==> src/rtl/median_filter_3x3_8bit_pkg.sv <==
// Shared image-processing constants for the 3x3 median filter slice.
package median_filter_3x3_8bit_pkg;

    localparam int unsigned PIPE_LATENCY = 3;
    localparam int unsigned PIX_W        = 8;

endpackage

==> src/rtl/median_filter_3x3_8bit_sort3.sv <==
// Combinational 3-input unsigned sorter: max / mid / min.
module sort3_8bit
    import median_filter_3x3_8bit_pkg::*;
(
    input  logic [PIX_W-1:0] a,
    input  logic [PIX_W-1:0] b,
    input  logic [PIX_W-1:0] c,
    output logic [PIX_W-1:0] max_val,
    output logic [PIX_W-1:0] mid_val,
    output logic [PIX_W-1:0] min_val
);

    logic [PIX_W-1:0] hi_s;
    logic [PIX_W-1:0] lo_s;

    // order the first pair
    always_comb begin
        hi_s = a;
        lo_s = b;
        if (a >= b) begin
            hi_s = a;
            lo_s = b;
        end else begin
            hi_s = b;
            lo_s = a;
        end
    end

    // slot the third value into the ordered pair; ties fall through to the lower branch
    always_comb begin
        max_val = hi_s;
        mid_val = lo_s;
        min_val = lo_s;
        if (c > hi_s) begin
            max_val = c;
            mid_val = hi_s;
            min_val = lo_s;
        end else if (c > lo_s) begin
            max_val = hi_s;
            mid_val = c;
            min_val = lo_s;
        end else begin
            max_val = hi_s;
            mid_val = lo_s;
            min_val = c;
        end
    end

endmodule

==> src/rtl/median_filter_3x3_8bit.sv <==
// 3x3 median filter: row sort, cross-row min/med/max, final median; 3-cycle pipeline.
module median_filter_3x3_8bit
    import median_filter_3x3_8bit_pkg::*;
#(
    parameter bit EDGE_BYPASS = 1'b1
) (
    input  logic             clk,
    input  logic             rst_n,
    input  logic             matrix_img_vsync,
    input  logic             matrix_img_href,
    input  logic             matrix_top_edge_flag,
    input  logic             matrix_bottom_edge_flag,
    input  logic             matrix_left_edge_flag,
    input  logic             matrix_right_edge_flag,
    input  logic [PIX_W-1:0] matrix_p11,
    input  logic [PIX_W-1:0] matrix_p12,
    input  logic [PIX_W-1:0] matrix_p13,
    input  logic [PIX_W-1:0] matrix_p21,
    input  logic [PIX_W-1:0] matrix_p22,
    input  logic [PIX_W-1:0] matrix_p23,
    input  logic [PIX_W-1:0] matrix_p31,
    input  logic [PIX_W-1:0] matrix_p32,
    input  logic [PIX_W-1:0] matrix_p33,
    output logic             post_img_vsync,
    output logic             post_img_href,
    output logic [PIX_W-1:0] post_img_gray
);

    logic [PIX_W-1:0] row_a_s [3];
    logic [PIX_W-1:0] row_b_s [3];
    logic [PIX_W-1:0] row_c_s [3];
    logic [PIX_W-1:0] s1_max_s [3];
    logic [PIX_W-1:0] s1_mid_s [3];
    logic [PIX_W-1:0] s1_min_s [3];
    logic [PIX_W-1:0] s1_max_r [3];
    logic [PIX_W-1:0] s1_mid_r [3];
    logic [PIX_W-1:0] s1_min_r [3];

    logic [PIX_W-1:0] s2_lo_s, s2_med_s, s2_hi_s;
    logic [PIX_W-1:0] s2_lo_r, s2_med_r, s2_hi_r;
    logic [PIX_W-1:0] s2a_max_unused_s, s2a_mid_unused_s;
    logic [PIX_W-1:0] s2b_max_unused_s, s2b_min_unused_s;
    logic [PIX_W-1:0] s2c_mid_unused_s, s2c_min_unused_s;
    logic [PIX_W-1:0] s3_max_unused_s, s3_min_unused_s;
    logic [PIX_W-1:0] s3_med_s;

    logic [PIPE_LATENCY-1:0] vsync_d_r;
    logic [PIPE_LATENCY-1:0] href_d_r;
    logic                    border_s;
    logic [1:0]              border_d_r;
    logic [PIX_W-1:0]        p22_d_r [2];
    logic [PIX_W-1:0]        gray_nxt_s;
    logic [PIX_W-1:0]        gray_r;

    assign row_a_s[0] = matrix_p11;
    assign row_b_s[0] = matrix_p12;
    assign row_c_s[0] = matrix_p13;
    assign row_a_s[1] = matrix_p21;
    assign row_b_s[1] = matrix_p22;
    assign row_c_s[1] = matrix_p23;
    assign row_a_s[2] = matrix_p31;
    assign row_b_s[2] = matrix_p32;
    assign row_c_s[2] = matrix_p33;

    for (genvar r = 0; r < 3; r++) begin : g_row_sort
        sort3_8bit u_row_sort (
            .a       (row_a_s[r]),
            .b       (row_b_s[r]),
            .c       (row_c_s[r]),
            .max_val (s1_max_s[r]),
            .mid_val (s1_mid_s[r]),
            .min_val (s1_min_s[r])
        );
    end

    // stage 1: per-row sorted triples
    always_ff @(posedge clk or negedge rst_n) begin
        if (!rst_n) begin
            for (int i = 0; i < 3; i++) begin
                s1_max_r[i] <= 8'h00;
                s1_mid_r[i] <= 8'h00;
                s1_min_r[i] <= 8'h00;
            end
        end else begin
            for (int i = 0; i < 3; i++) begin
                s1_max_r[i] <= s1_max_s[i];
                s1_mid_r[i] <= s1_mid_s[i];
                s1_min_r[i] <= s1_min_s[i];
            end
        end
    end

    // only one output of each cross-row sorter is needed
    sort3_8bit u_max_col (
        .a       (s1_max_r[0]),
        .b       (s1_max_r[1]),
        .c       (s1_max_r[2]),
        .max_val (s2a_max_unused_s),
        .mid_val (s2a_mid_unused_s),
        .min_val (s2_lo_s)
    );

    sort3_8bit u_mid_col (
        .a       (s1_mid_r[0]),
        .b       (s1_mid_r[1]),
        .c       (s1_mid_r[2]),
        .max_val (s2b_max_unused_s),
        .mid_val (s2_med_s),
        .min_val (s2b_min_unused_s)
    );

    sort3_8bit u_min_col (
        .a       (s1_min_r[0]),
        .b       (s1_min_r[1]),
        .c       (s1_min_r[2]),
        .max_val (s2_hi_s),
        .mid_val (s2c_mid_unused_s),
        .min_val (s2c_min_unused_s)
    );

    // stage 2: the three median candidates
    always_ff @(posedge clk or negedge rst_n) begin
        if (!rst_n) begin
            s2_lo_r  <= 8'h00;
            s2_med_r <= 8'h00;
            s2_hi_r  <= 8'h00;
        end else begin
            s2_lo_r  <= s2_lo_s;
            s2_med_r <= s2_med_s;
            s2_hi_r  <= s2_hi_s;
        end
    end

    sort3_8bit u_final (
        .a       (s2_lo_r),
        .b       (s2_med_r),
        .c       (s2_hi_r),
        .max_val (s3_max_unused_s),
        .mid_val (s3_med_s),
        .min_val (s3_min_unused_s)
    );

    assign border_s = (matrix_top_edge_flag | matrix_bottom_edge_flag |
                       matrix_left_edge_flag | matrix_right_edge_flag) & matrix_img_href;

    // sync, border and centre-pixel delay lines kept in step with the data stages
    always_ff @(posedge clk or negedge rst_n) begin
        if (!rst_n) begin
            vsync_d_r  <= '0;
            href_d_r   <= '0;
            border_d_r <= 2'b00;
            p22_d_r[0] <= 8'h00;
            p22_d_r[1] <= 8'h00;
        end else begin
            vsync_d_r  <= {vsync_d_r[PIPE_LATENCY-2:0], matrix_img_vsync};
            href_d_r   <= {href_d_r[PIPE_LATENCY-2:0], matrix_img_href};
            border_d_r <= {border_d_r[0], border_s};
            p22_d_r[0] <= matrix_p22;
            p22_d_r[1] <= p22_d_r[0];
        end
    end

    // output selection: blank when idle, centre on bypassed borders, else median
    always_comb begin
        gray_nxt_s = 8'h00;
        if (!href_d_r[1]) begin
            gray_nxt_s = 8'h00;
        end else if ((EDGE_BYPASS == 1'b1) && border_d_r[1]) begin
            gray_nxt_s = p22_d_r[1];
        end else begin
            gray_nxt_s = s3_med_s;
        end
    end

    // stage 3: registered median / output pixel
    always_ff @(posedge clk or negedge rst_n) begin
        if (!rst_n) begin
            gray_r <= 8'h00;
        end else begin
            gray_r <= gray_nxt_s;
        end
    end

    assign post_img_vsync = vsync_d_r[PIPE_LATENCY-1];
    assign post_img_href  = href_d_r[PIPE_LATENCY-1];
    assign post_img_gray  = gray_r;

endmodule

==> config.mk <==
export PLATFORM = sky130hd
export DESIGN_NAME = median_filter_3x3_8bit
export DESIGN_NICKNAME = d
export VERILOG_FILES = /design/src/rtl/median_filter_3x3_8bit_pkg.sv /design/src/rtl/median_filter_3x3_8bit_sort3.sv /design/src/rtl/median_filter_3x3_8bit.sv
export SDC_FILE = /design/constraint.sdc
export NUM_CORES = 1
export LEC_CHECK = 0
export ABC_CLOCK_PERIOD_IN_PS = 4800
export CAP_MARGIN = 10
export CORE_MARGIN = 2
export CORE_UTILIZATION = 60
export CTS_BUF_LIST = sky130_fd_sc_hd__clkbuf_8
export DETAILED_ROUTE_END_ITERATION = 10
export PLACE_DENSITY = 0.83
export SETUP_SLACK_MARGIN = 0.5
export SYNTH_ARGS = -nofsm -noshare
export SYNTH_HDL_FRONTEND = slang
export SYNTH_SLANG_ARGS = --single-unit
==> constraint.sdc <==
create_clock -name clk -period 4.8 [get_ports clk]
set_clock_uncertainty 0.05 [all_clocks]
set_input_delay 0.96 -clock clk [delete_from_list [all_inputs] [get_ports clk]]
set_output_delay 0.96 -clock clk [all_outputs]
set_load 0.01 [all_outputs]
==> results.sh, run 1 <==
export IMPL_swShare_pct=46.7
export IMPL_synthesis_nets=1235
export IMPL_crit_family="compound AO/OA/AOI/OAI gates"
export IMPL_crit_chain="clkdlybuf4s50_1 > inv_1 > ha_1 > o21ai_1 > o21bai_1 > a21oi_1 > o21ai_1 > a21o_2 > mux2i_4 > ha_4 > nor2b_2 > o211ai_1 > a21oi_2 > o21ai_2 > buf_6 > mux2i_4 > a222oi_1"
export IMPL_core_um2=15700
export IMPL_syn_avg_cell_area_um2=9.56
export IMPL_ant_nets=0
export IMPL_grt_ovfl_total=0
export IMPL_synth_simple_area_share_pct=8.43
export IMPL_hp_class="reg2reg"
export IMPL_rsz0062_at_grt="no"
export IMPL_max_freq_ghz=0.220
export IMPL_antenna_cells=0
export IMPL_synth_xor_area_share_pct=0
export IMPL_first_global_vias=7556
export IMPL_clk_latency_ns=0.47
export IMPL_crit_buf_inv=3
export IMPL_num_io_pins=90
export IMPL_synthCells=995
export IMPL_drc_errors=0
export IMPL_totalWireLength_mm=26.3
export IMPL_cts_sinks=128
export IMPL_post_route_min_period_ns=4.54
export IMPL_die_area_um2=16900
export IMPL_antenna_found_initial=0
export IMPL_mostFrequentLayoutCell="ha_1"
export IMPL_routedWlPerCell_um=19.4
export IMPL_worst_setup_path_type="in2reg"
export IMPL_drive_gt1_share_pct=13.6
export IMPL_cts_tree="done"
export IMPL_yosysSeqAreaShare_pct=33.7
export IMPL_maxCapViolations=0
export IMPL_fin_crit_sh_pct=94.6
export IMPL_die_x_um=130
export IMPL_numCtsBuffers=17
export IMPL_slowest_stage="a222oi_1"
export IMPL_fp_row_count=46
export IMPL_switchingPower_mw=3.15
export IMPL_cts_hold_buffers_added=0
export IMPL_area_delta_synth_final_pct=21.9
export IMPL_synthAdderAreaFrac_pct=21.0
export IMPL_via_count=8278
export IMPL_fillers=1068
export IMPL_synthFlopType="dfrtp_1"
export IMPL_start_kind="input pin"
export IMPL_numPortBuffers=89
export IMPL_p_comb_share_pct=62.3
export IMPL_muxShareOfSynthArea_pct=11.6
export IMPL_endpoint_kind="flip-flop"
export IMPL_synth_distinct_cells=51
export IMPL_via_per_inst=6.12
export IMPL_synth_compound_area_share_pct=18.8
export IMPL_start_util_pct=60.6
export IMPL_p_seq_share_pct=25.0
export IMPL_drt_initial_drc_count=869
export IMPL_utilization_pct=73.8
export IMPL_async_reset_ff_share_pct=100
export IMPL_finalWeightedCongestion=1.04
export IMPL_htreeDepth=4
export IMPL_cts_path_max_buffers=2
export IMPL_grt_max_degree=62
export IMPL_netlist_area_um2=9520
export IMPL_cp_max_fo=6
export IMPL_final_cell_mix="ha_1, a21oi_1, dfrtp_1, inv_1, clkdlybuf4s50_1"
export IMPL_worstPathArrival_ns=4.80
export IMPL_ys_warn_count=0
export IMPL_whs_ns=0.301
export IMPL_drt_pass1_iterations=5
export IMPL_drv_slew=0
export IMPL_clk_pin_slew_ns=0.08
export IMPL_critical_path_max_stage_delay_ns=0.53
export IMPL_die_h_um=130
export IMPL_ys_ff_latch=128
export IMPL_max_vdd_ir_drop_uv=366
export IMPL_required_ns=5.06
export IMPL_cts_root_buf="clkbuf_8"
export IMPL_leakage_nw=5.67
export IMPL_synth_edff_count=0
export IMPL_p_clk_share_pct=12.8
export IMPL_relSlewSlack_pct=48.6
export IMPL_grt_pass1_wl_mm=38.7
export IMPL_power_density_nw_per_um2=581
export IMPL_hpwl_mm=19.2
export IMPL_outcome="finished, final reports clean"
export IMPL_nets=1363
export IMPL_groute_usage_overall_pct=29.9
export IMPL_power_internal_mw=3.59
export IMPL_synth_top_family_by_area="adder cells"
export IMPL_setup_viol=0
export IMPL_hold_viol=0
export IMPL_worstMarginPinSlew_ns=0.750
repair_timing:
item	in CTS	in global routing
resized for setup	11	62
setup endpoints to repair	13	62
gates cloned	0	1
pin swaps	5	32
setup buffers	2	16
layout make-up:
type | instances | area, um2 | area share, %
clock inverter | 15 | 125 | 1.08
clock buffer | 17 | 234 | 2.02
inverter | 125 | 469 | 4.04
tap | 216 | 270 | 2.33
sequential | 128 | 3200 | 27.6
multi-input combinational | 717 | 6010 | 51.8
timing repair buffer | 134 | 1290 | 11.1
registers in the layout, indices dropped and copies added (netlist names):
register	count
s1_min_r	24
s1_mid_r	24
href_d_r	3
s2_hi_r	8
s2_med_r	8
s1_max_r	24
s2_lo_r	8
border_d_r	2
post_img_gray	8
vsync_d_r	3
p22_d_r	16
final timing paths:
kind	from	endpoint	slack (ns)	cells after the start
worst max register to register	s1_mid_r[13]	s2_med_r[7]	0.69	16
max in group asynchronous	rst_n	s1_max_r[19]	3.21	2
worst max-delay path	matrix_p22[2]	s1_mid_r[14]	0.26	17
min in group asynchronous	rst_n	s1_max_r[6]	0.51	1
worst min-delay path	p22_d_r[15]	p22_d_r[7]	0.30	0
worst min register to register	p22_d_r[15]	p22_d_r[7]	0.30	0
metal layers:
| layer | GRT usage (%) | part of all wire (%) |
|---|---|---|
| met4 | 13.2 | 4.7 |
| met1 | 39.2 | 41 |
| met3 | 4.59 | 6.2 |
| met5 | 0 | 0 |
| met2 | 49.4 | 48 |
metrics by stage:
step | setup TNS [ns] | power [mW] | std cells | setup WS, ns | instance area, um2
after floorplan | 0 | 4.53 | 995 | 0.554 | 9520
after global placement | -0.00197 | 5.41 | 1301 | -0.00197 | 10700
after detailed placement | -1.02 | 5.55 | 1301 | -0.190 | 10700
after CTS | 0 | 6.47 | 1335 | 0.474 | 11200
after global routing | 0 | 7.25 | 1352 | 0.228 | 11600
final | 0 | 6.74 | 1352 | 0.257 | 11600
logic make-up after synthesis:
kind of cell	Yosys count
AOI/OAI and AO/OA	283
adders and majority gates	160
muxes	105
DFF	128
and+or+nand+nor	168
buffers and inverters	151
Yosys cell counts (all sizes together) (2+ instances only):
master	instances	area share [%]
a211oi	2	0.21
nand2	23	0.96
dfrtp	128	34
nand2b	6	0.39
o221a	8	0.95
inv	125	4.9
a222oi	16	1.7
nand4	27	1.8
a21o	18	1.4
o21bai	4	0.32
nor3b	4	0.32
a31oi	2	0.29
o21a	6	0.47
ha	160	21
a21oi	139	7.5
nor2	78	3.1
nor2b	16	1.1
o22ai	13	0.92
a41oi	2	0.18
o211ai	8	0.63
clkbuf	10	0.39
o21ai	53	3.1
a221oi	8	0.74
mux2	10	1.2
nand3	6	0.32
mux2i	95	10
or2	5	0.33
buf	16	1.1
power groups by stage:
stage	clock, mW	combinational (mW)	sequential, mW
floorplan	0	2.94	1.59
global placement	0	3.73	1.68
detailed placement	0	3.86	1.69
CTS	0.868	3.93	1.67
global route	0.915	4.63	1.70
finish	0.859	4.19	1.68
No activity file was read; power rests on OpenSTA's default activity.
==> inputs of run 2 (changes only) <==
- REMOVE_ABC_BUFFERS: not set -> 1
==> results.sh, run 2 (same netlist as run 1, synthesis figures left out) <==
export IMPL_outcome="finished, final reports clean"
export IMPL_htreeDepth=4
export IMPL_start_util_pct=60.6
export IMPL_worstPathArrival_ns=4.50
export IMPL_critical_path_max_stage_delay_ns=0.48
export IMPL_fp_row_count=46
export IMPL_die_area_um2=16900
export IMPL_maxCapViolations=0
export IMPL_post_route_min_period_ns=4.20
export IMPL_relSlewSlack_pct=51.5
export IMPL_antenna_found_initial=0
export IMPL_final_cell_mix="ha_1, a21oi_1, dfrtp_1, inv_1, clkdlybuf4s50_1"
export IMPL_max_vdd_ir_drop_uv=311
export IMPL_clk_latency_ns=0.47
export IMPL_antenna_cells=0
export IMPL_crit_family="compound AO/OA/AOI/OAI gates"
export IMPL_worstMarginPinSlew_ns=0.724
export IMPL_clk_pin_slew_ns=0.09
export IMPL_drt_met1_wl_mm=10.4
export IMPL_wl_met3_mm=1.54
export IMPL_leakage_nw=5.66
export IMPL_met2_length_mm=11.7
export IMPL_ant_nets=0
export IMPL_crit_buf_inv=4
export IMPL_drt_initial_drc_count=658
export IMPL_worst_setup_path_type="in2reg"
export IMPL_fillers=1153
export IMPL_cts_root_buf="clkbuf_8"
export IMPL_via_count=8077
export IMPL_via_per_inst=5.97
export IMPL_core_um2=15700
export IMPL_hp_class="reg2reg"
export IMPL_mostFrequentLayoutCell="ha_1"
export IMPL_cts_hold_buffers_added=0
export IMPL_finalWeightedCongestion=0.982
export IMPL_num_io_pins=90
export IMPL_cts_tree="done"
export IMPL_cts_path_max_buffers=2
export IMPL_first_global_vias=7803
export IMPL_numPortBuffers=89
export IMPL_grt_ovfl_total=0
export IMPL_total_power_mw=6.69
export IMPL_endpoint_kind="flip-flop"
export IMPL_hold_end="vsync_d_r[2]"
export IMPL_rrSetupSlack_ns=0.70
export IMPL_drt_pass1_iterations=6
export IMPL_crit_chain="clkdlybuf4s50_1 > inv_1 > ha_1 > nor3b_1 > o21ai_1 > a21o_2 > buf_4 > mux2i_1 > ha_1 > nor2b_1 > o211a_1 > o21ai_2 > and2_1 > buf_4 > mux2_2"
export IMPL_rsz0062_at_grt="no"
export IMPL_reg_top3="s1_max_r x24, s1_mid_r x24, s1_min_r x24"
export IMPL_r2r_start="s1_max_r[12]"
export IMPL_seqCellArea_um2=3200
export IMPL_groute_usage_overall_pct=29.7
export IMPL_whs_path_depth=0
export IMPL_start_kind="input pin"
export IMPL_die_h_um=130
export IMPL_setup_viol=0
export IMPL_grt_max_degree=73
export IMPL_drv_slew=0
export IMPL_r2r_end="s2_lo_r[0]"
export IMPL_hpwl_mm=19.0
export IMPL_r2r_cells=16
export IMPL_die_x_um=130
export IMPL_slowest_stage="clkdlybuf4s50_1"
export IMPL_fin_crit_sh_pct=87.5
export IMPL_power_density_nw_per_um2=582
export IMPL_tns_ns=0
export IMPL_drive_gt1_share_pct=12.2
export IMPL_cts_sinks=128
export IMPL_hold_viol=0
export IMPL_cp_max_fo=7
export IMPL_drc_errors=0
export IMPL_grt_pass1_wl_mm=38.6
export IMPL_min_delay_start="vsync_d_r[1]"
export IMPL_area_delta_synth_final_pct=20.8
export IMPL_nets=1365
export IMPL_numCtsBuffers=17
export IMPL_multi_input_area_um2=5870
export IMPL_totalWireLength_mm=24.5
export IMPL_top_layer="met4"
export IMPL_routedWlPerCell_um=18.1
export IMPL_cp_depth=15
export IMPL_max_freq_ghz=0.238
export IMPL_required_ns=5.11
run 2: cell types whose count changed in the layout (fill, tap and decap cells not counted), sizes merged:
cell           previous run  this run
a21o                     19        18
buf                      46        49
clkdlybuf4s50            82        87
clkinv                    5         3
clkinvlp                  3         1
dlymetal6s2s              6         1
inv                     132       136
run 2: metal layers:
metal,global-route usage [%],vias to the layer above
met5,0,-
li1,-,3870
met4,12.5,0
met3,4.96,72
met1,39.9,3823
met2,48.1,312
run 2: area by class of cell:
type                            count  share of cell area, %
Multi-Input combinational cell    716                   51.0
Tap cell                          216                   2.35
Clock inverter                     15                   1.37
Clock buffer                       17                   2.04
Sequential cell                   128                   27.9
Inverter                          125                   4.08
Timing Repair Buffer              137                   11.3
run 2: how the worst max path moves through the flow:
stage	endpoint	from
3_5_place_dp	s1_mid_r[22]	matrix_p12[1]
3_3_place_gp	s1_mid_r[16]	matrix_p12[2]
6_report	s1_max_r[0]	matrix_p31[0]
4_1_cts	s1_min_r[16]	matrix_p11[0]
2_1_floorplan	s1_mid_r[14]	matrix_p21[0]
5_1_grt	s1_mid_r[16]	matrix_p11[0]
run 2: repair_timing:
action / CTS / global route
resized for setup: 8 / 36
setup endpoints to repair: 27 / 65
buffers inserted: 0 / 17
endpoints found under the hold margin: 0 / 0
cloned: 0 / 0
pin swaps: 1 / 14
run 2: report_power, final:
| group | total, mW | switching [mW] | internal (mW) |
|---|---|---|---|
| clock network | 0.913 | 0.520 | 0.393 |
| logic | 4.09 | 2.30 | 1.79 |
| registers | 1.68 | 0.288 | 1.39 |
run 2: stage by stage:
step           instances  hold WS [ns]  util (%)  setup WS [ns]  instance area [um2]
4_1_cts             1337         0.304      71.4          0.522                11200
3_5_place_dp        1305         0.285      68.7         -0.206                10800
3_3_place_gp        1305         0.282      68.7         -0.191                10800
5_1_grt             1354         0.302      73.2          0.421                11500
2_1_floorplan        969         0.281         -          0.128                 9370
6_report            1354         0.303      73.2          0.601                11500
